==> config.mk <==
export PLATFORM = sky130hd
export DESIGN_NAME = bram_sched
export DESIGN_NICKNAME = d
export VERILOG_FILES = /design/src/rtl/bram_sched_pkg.sv /design/src/rtl/rd_tag_pipe.sv /design/src/rtl/bram_sched.sv
export SDC_FILE = /design/constraint.sdc
export NUM_CORES = 1
export LEC_CHECK = 0
export CAP_MARGIN = 30
export CORE_MARGIN = 1
export CORE_UTILIZATION = 31
export DETAILED_ROUTE_END_ITERATION = 7
export PLACE_DENSITY = 0.86
export SYNTH_ARGS = -nofsm -noshare
export SYNTH_HDL_FRONTEND = slang
export SYNTH_SLANG_ARGS = --single-unit
export TNS_END_PERCENT = 10
==> constraint.sdc <==
create_clock -name wb_clk_i -period 1.85 [get_ports wb_clk_i]
set_clock_uncertainty 0.05 [all_clocks]
set_input_delay 0.185 -clock wb_clk_i [delete_from_list [all_inputs] [get_ports wb_clk_i]]
set_output_delay 0.185 -clock wb_clk_i [all_outputs]
set_load 0.03 [all_outputs]
==> src/rtl/bram_sched_pkg.sv <==
// Shared types for the user-BRAM scheduler: FSM states, read-tag owner
// encoding and the tag carried alongside each in-flight read.
package bram_sched_pkg;

  typedef enum logic [1:0] {
    IDLE   = 2'd0,
    CACHE  = 2'd1,
    DMA_RD = 2'd2,
    DMA_WR = 2'd3
  } state_t;

  localparam logic OWN_CACHE = 1'b0;
  localparam logic OWN_DMA   = 1'b1;

  typedef struct packed {
    logic valid;
    logic owner;
    logic last;
  } rd_tag_t;

endpackage

==> src/rtl/rd_tag_pipe.sv <==
// RD_LAT-deep shift register that carries read tags in step with the BRAM
// read latency; a synchronous clear drops everything in flight.
module rd_tag_pipe
  import bram_sched_pkg::*;
#(
  parameter int unsigned RD_LAT = 2
) (
  input  logic    wb_clk_i,
  input  logic    i_clr,
  input  rd_tag_t i_tag,
  output rd_tag_t o_tag
);

  rd_tag_t r_stage [RD_LAT];

  always_ff @(posedge wb_clk_i) begin
    if (i_clr) begin
      for (int unsigned i = 0; i < RD_LAT; i++) r_stage[i] <= '0;
    end else begin
      r_stage[0] <= i_tag;
      for (int unsigned i = 1; i < RD_LAT; i++) r_stage[i] <= r_stage[i-1];
    end
  end

  assign o_tag = r_stage[RD_LAT-1];

endmodule

==> src/rtl/bram_sched.sv <==
// Round-robin arbiter and burst sequencer sharing the single-port user BRAM
// between the I-cache refill path and the DMA controller.
module bram_sched
  import bram_sched_pkg::*;
#(
  parameter int unsigned ADDR_W     = 13,
  parameter int unsigned DATA_W     = 32,
  parameter int unsigned LINE_WORDS = 8,
  parameter int unsigned RD_LAT     = 2
) (
  input  logic              wb_clk_i,
  input  logic              wb_rst_i,
  input  logic              cache_req,
  input  logic [ADDR_W-1:0] cache_addr,
  output logic              cache_rvalid,
  output logic [DATA_W-1:0] cache_rdata,
  output logic              cache_done,
  input  logic              dma_req,
  input  logic              dma_we,
  input  logic [ADDR_W-1:0] dma_addr,
  input  logic [3:0]        dma_len,
  input  logic [DATA_W-1:0] dma_wdata,
  output logic              dma_wnext,
  output logic              dma_rvalid,
  output logic [DATA_W-1:0] dma_rdata,
  output logic              dma_done,
  output logic              bram_en,
  output logic              bram_we,
  output logic [ADDR_W-1:0] bram_addr,
  output logic [DATA_W-1:0] bram_di,
  input  logic [DATA_W-1:0] bram_do
);

  localparam int unsigned LINE_LOG2 = $clog2(LINE_WORDS);
  localparam int unsigned BEAT_W    = (LINE_LOG2 > 4) ? LINE_LOG2 : 4;
  localparam logic [ADDR_W-1:0] LINE_MASK = ADDR_W'(LINE_WORDS - 1);
  localparam logic [BEAT_W-1:0] LINE_LAST = BEAT_W'(LINE_WORDS - 1);

  state_t              r_state;
  logic [ADDR_W-1:0]   r_addr;
  logic [BEAT_W-1:0]   r_beat;
  logic                r_last_grant;
  logic                r_pend_cache;
  logic                r_pend_dma;
  logic                r_wr_done;

  rd_tag_t w_tag_in;
  rd_tag_t w_tag_out;
  logic    w_cache_ok;
  logic    w_dma_ok;
  logic    w_pick_cache;
  logic    w_last_beat;
  logic    w_issue_rd;
  logic    w_cache_done;
  logic    w_dma_done;

  // A requester keeps req high until its done pulse, which for reads lands
  // after the idle bubble; masking it while pending avoids a spurious re-grant.
  assign w_cache_ok   = cache_req & ~r_pend_cache;
  assign w_dma_ok     = dma_req & ~r_pend_dma;
  assign w_pick_cache = w_cache_ok & (~w_dma_ok | (r_last_grant == OWN_DMA));
  assign w_last_beat  = (r_beat == '0);
  assign w_issue_rd   = (r_state == CACHE) | (r_state == DMA_RD);

  always_comb begin
    w_tag_in       = '0;
    w_tag_in.valid = w_issue_rd;
    w_tag_in.owner = (r_state == CACHE) ? OWN_CACHE : OWN_DMA;
    w_tag_in.last  = w_issue_rd & w_last_beat;
  end

  rd_tag_pipe #(.RD_LAT(RD_LAT)) u_tag_pipe (
    .wb_clk_i (wb_clk_i),
    .i_clr    (wb_rst_i),
    .i_tag    (w_tag_in),
    .o_tag    (w_tag_out)
  );

  assign w_cache_done = w_tag_out.valid & (w_tag_out.owner == OWN_CACHE) & w_tag_out.last;
  assign w_dma_done   = (w_tag_out.valid & (w_tag_out.owner == OWN_DMA) & w_tag_out.last)
                      | r_wr_done;

  always_ff @(posedge wb_clk_i) begin
    if (wb_rst_i) begin
      r_state      <= IDLE;
      r_addr       <= '0;
      r_beat       <= '0;
      r_last_grant <= OWN_DMA;
      r_pend_cache <= 1'b0;
      r_pend_dma   <= 1'b0;
      r_wr_done    <= 1'b0;
    end else begin
      r_wr_done <= (r_state == DMA_WR) & w_last_beat;
      if (w_cache_done) r_pend_cache <= 1'b0;
      if (w_dma_done)   r_pend_dma   <= 1'b0;
      case (r_state)
        IDLE: begin
          if (w_pick_cache) begin
            r_state      <= CACHE;
            r_addr       <= cache_addr & ~LINE_MASK;
            r_beat       <= LINE_LAST;
            r_last_grant <= OWN_CACHE;
            r_pend_cache <= 1'b1;
          end else if (w_dma_ok) begin
            r_state      <= dma_we ? DMA_WR : DMA_RD;
            r_addr       <= dma_addr;
            r_beat       <= BEAT_W'(dma_len);
            r_last_grant <= OWN_DMA;
            r_pend_dma   <= 1'b1;
          end
        end
        default: begin
          r_addr <= r_addr + 1'b1;
          r_beat <= r_beat - 1'b1;
          if (w_last_beat) r_state <= IDLE;
        end
      endcase
    end
  end

  assign bram_en   = (r_state != IDLE);
  assign bram_we   = (r_state == DMA_WR);
  assign bram_addr = bram_en ? r_addr : '0;
  assign bram_di   = bram_we ? dma_wdata : '0;
  assign dma_wnext = bram_we;

  assign cache_rvalid = w_tag_out.valid & (w_tag_out.owner == OWN_CACHE);
  assign dma_rvalid   = w_tag_out.valid & (w_tag_out.owner == OWN_DMA);
  assign cache_rdata  = cache_rvalid ? bram_do : '0;
  assign dma_rdata    = dma_rvalid ? bram_do : '0;
  assign cache_done   = w_cache_done;
  assign dma_done     = w_dma_done;

endmodule

==> results.md <==
* Synth async-reset ratio at 0%
* Initial DRC count at 116
* CTS tree: done
* DP Area at 4446 µm²
* Worst-path clk slew at 70 ps
* Critical path arrival at 1950 ps
* Final Worst Setup Slack at 59.43 ps
* CP Max Fanout at 7
* Vias/cell at 4.889
* Total CTS buffers at 5
* First-pass DRT Iterations at 4
* Diode count at 0
* Clk root buf: clkbuf_8
* Vias in the first global route at 2742
* Fin area at 4581 µm²
* Slew Viols, Final at 0
* Latest clock arrival within the worst-skew pair at 280 ps
* Clock buffer depth at 2
* Post-synth EDFFs at 0
* Layout cells sized above 1 at 30.16%
* Hold WS at 386.2 ps
* Post-CTS Setup Inserts at 0
* Setup violations, final at 0
* Total power draw at 3.049 mW
* CP endpoint kind: flip-flop
* GR Overflow Total at 0
* Total of max-cap violations at 0
* Seq/Total Area, Yosys at 24.92%
* Die X at 88.69 µm
* Static leakage at 2.211 nW
* Wire length per cell at 15.45 µm
* Routed wire length at 9979 µm
* Seq cells post-synth at 29
* Hold/Removal Path Class: reg2reg
* Antenna Nets Post-Route at 0
* RSZ-0062 raised after global routing: yes
* Yosys cell types at 46
* # clock sinks at 29
* WP data required at 2010 ps
* Mapped Area at 2330 µm²
* Fin nets at 650
* Synth Warn # at 0
* # rows at 31
* Core ar. at 7253 µm²
* RD Place Congestion at 0.9224
* Syn Nets at 425
* WS Path Type: reg2reg
* Slew headroom at 74.13%
* Initial Util at 32.12%
* Largest net degree at the start of global routing at 35
* Buffers on Ports at 211
* Peak VDD IR at 467.0 µV
* Syn Inst Count at 321
* Fmax at 558.5 MHz
* Hpwl dp at 8013 µm
* Synth Area per Inst at 7.258 µm²
* Antenna violations before repair at 0
* PD cells at 665.7 nW/µm²
* Residual DRC at 0
* I/O pin count at 215
* Startpoint types: flip-flop
* Area grow syn2layout at 96.62%
* Chip Height at 88.69 µm
* Vias at 3158
* Overall routing resource usage at 23.76%
* Worst Max-Slew Pin Slew at 386.6 ps
* Min Tclk post-route at 1791 ps
* Dpl ws at -115.4 ps
* Area of the die at 7866 µm²
* Final hold vios at 0
* Status: finished clean
* H-tree depth at 2
* Top FF cell, synth: dfxtp_1
* Final cycle utilization of the critical path at 96.79%
* First-pass GRT wire length at 14220 µm
[Yosys cell counts (2+ instances only)]
library cell,count,area (µm²)
or3_1,4,25.02
nor2_1,13,48.80
ha_1,5,62.56
o21ai_0,17,85.08
nor3_1,7,35.03
buf_2,3,15.01
o311ai_0,2,17.52
nand2b_1,3,18.77
nand4_1,3,18.77
or3b_1,2,17.52
o211ai_1,2,15.01
nor3b_1,2,15.01
a31oi_1,11,68.82
or2_2,3,18.77
a21o_1,6,45.04
a21oi_1,10,50.05
clkbuf_1,20,75.07
a22oi_1,2,15.01
nor2b_1,20,125.1
and2_1,65,406.6
buf_4,2,15.01
a21boi_0,2,15.01
dfxtp_1,29,580.6
nand2_1,10,37.54
nand3_1,14,70.07
and3_1,35,219.0
and4_1,2,17.52
mux2i_1,2,20.02
inv_1,8,30.03
[layer usage]
metal	part of all wire, %	global-route usage, %	up-vias
met4	0.82	5.132	0
li1	-	-	1568
met5	0	0	-
met3	9.2	5.877	6
met1	40	28.43	1449
met2	50	42.80	135
[cell families after synthesis]
| family | count (synthesis) | synth area share [%] |
|---|---|---|
| buf+inv | 33 | 5.800 |
| flops | 29 | 24.92 |
| mux | 2 | 0.8593 |
| fa+ha+maj | 5 | 2.685 |
| xor+xnor | 1 | 0.3760 |
| simple gates | 190 | 48.50 |
| compound gates | 61 | 16.86 |
[layout by cell type (no fill, tap or decap), types with 3 or more instances in the layout]
cell / netlist / layout
and3_1: 35 / 35
o21ai_0: 17 / 17
clkdlybuf4s50_1: 0 / 95
dfxtp_1: 29 / 29
a31oi_1: 11 / 11
ha_1: 5 / 5
nor3_1: 7 / 7
nand2b_1: 3 / 3
and2_1: 65 / 65
nor2_1: 13 / 13
nand3_1: 14 / 14
inv_1: 8 / 8
nand4_1: 3 / 3
clkbuf_8: 0 / 6
or2_2: 3 / 3
a21oi_1: 10 / 9
or3_1: 4 / 4
buf_4: 2 / 144
nor2b_1: 20 / 18
nand2_1: 10 / 9
a21o_1: 6 / 6
[what timing repair did]
| item | in CTS | in global routing |
|---|---|---|
| hold buffers | 0 | 0 |
| setup endpoints to repair | 0 | 36 |
| endpoints found under the hold margin | 0 | 0 |
| gates resized for setup | 0 | 5 |
[final timing paths]
kind	start	to	slack, ps	cells after the start
max	r_state[1]$_SDFFE_PP0P_	r_beat[2]$_SDFFE_PP0P_	60	7
min	u_tag_pipe.r_stage[0][0]$_SDFF_PP0_	u_tag_pipe.r_stage[0][3]$_SDFF_PP0_	390	1
max reg2reg	r_state[1]$_SDFFE_PP0P_	r_beat[2]$_SDFFE_PP0P_	60	7
min reg2reg	u_tag_pipe.r_stage[0][0]$_SDFF_PP0_	u_tag_pipe.r_stage[0][3]$_SDFF_PP0_	390	1
[through the flow]
| stage | cells | setup TNS, ps | utilization (%) |
|---|---|---|---|
| CTS | 646 | 0 | 62.89 |
| floorplan | 321 | 0 | - |
| global route | 646 | -18.00 | 63.15 |
| finish | 646 | 0 | 63.15 |
| detailed placement | 638 | -208.4 | 61.29 |
| global placement | 638 | -121.1 | 61.29 |
[layout make-up]
class	instances	area [µm²]
clock buffers	7	86.33
clock inverters	1	30.03
fillers	635	2673
inverters	8	30.03
multi-input cells	259	1635
flip-flops and latches	29	580.6
well taps	99	123.9
repair buffers	243	2095
[critical path, stage by stage (launching register included)]
cell     delay (ps)
dfxtp_1         350
inv_1            70
ha_1            260
inv_1           280
nor3_2          110
buf_4           170
o31a_1          270
nor3_1          150
[state kept, by name, indices dropped and copies added, names as in the netlist]
name                count
r_state                 2
u_tag_pipe.r_stage      6
r_last_grant            1
r_beat                  4
r_pend_cache            1
r_wr_done               1
r_addr                 13
r_pend_dma              1
[power breakdown]
group / total (mW) / internal [mW] / switching (mW)
registers: 0.847 / 0.742 / 0.105
clock network: 0.697 / 0.439 / 0.258
logic: 1.50 / 0.708 / 0.797
total: 3.05 / 1.89 / 1.16
Note: power is estimated with default switching activity, not from simulation.
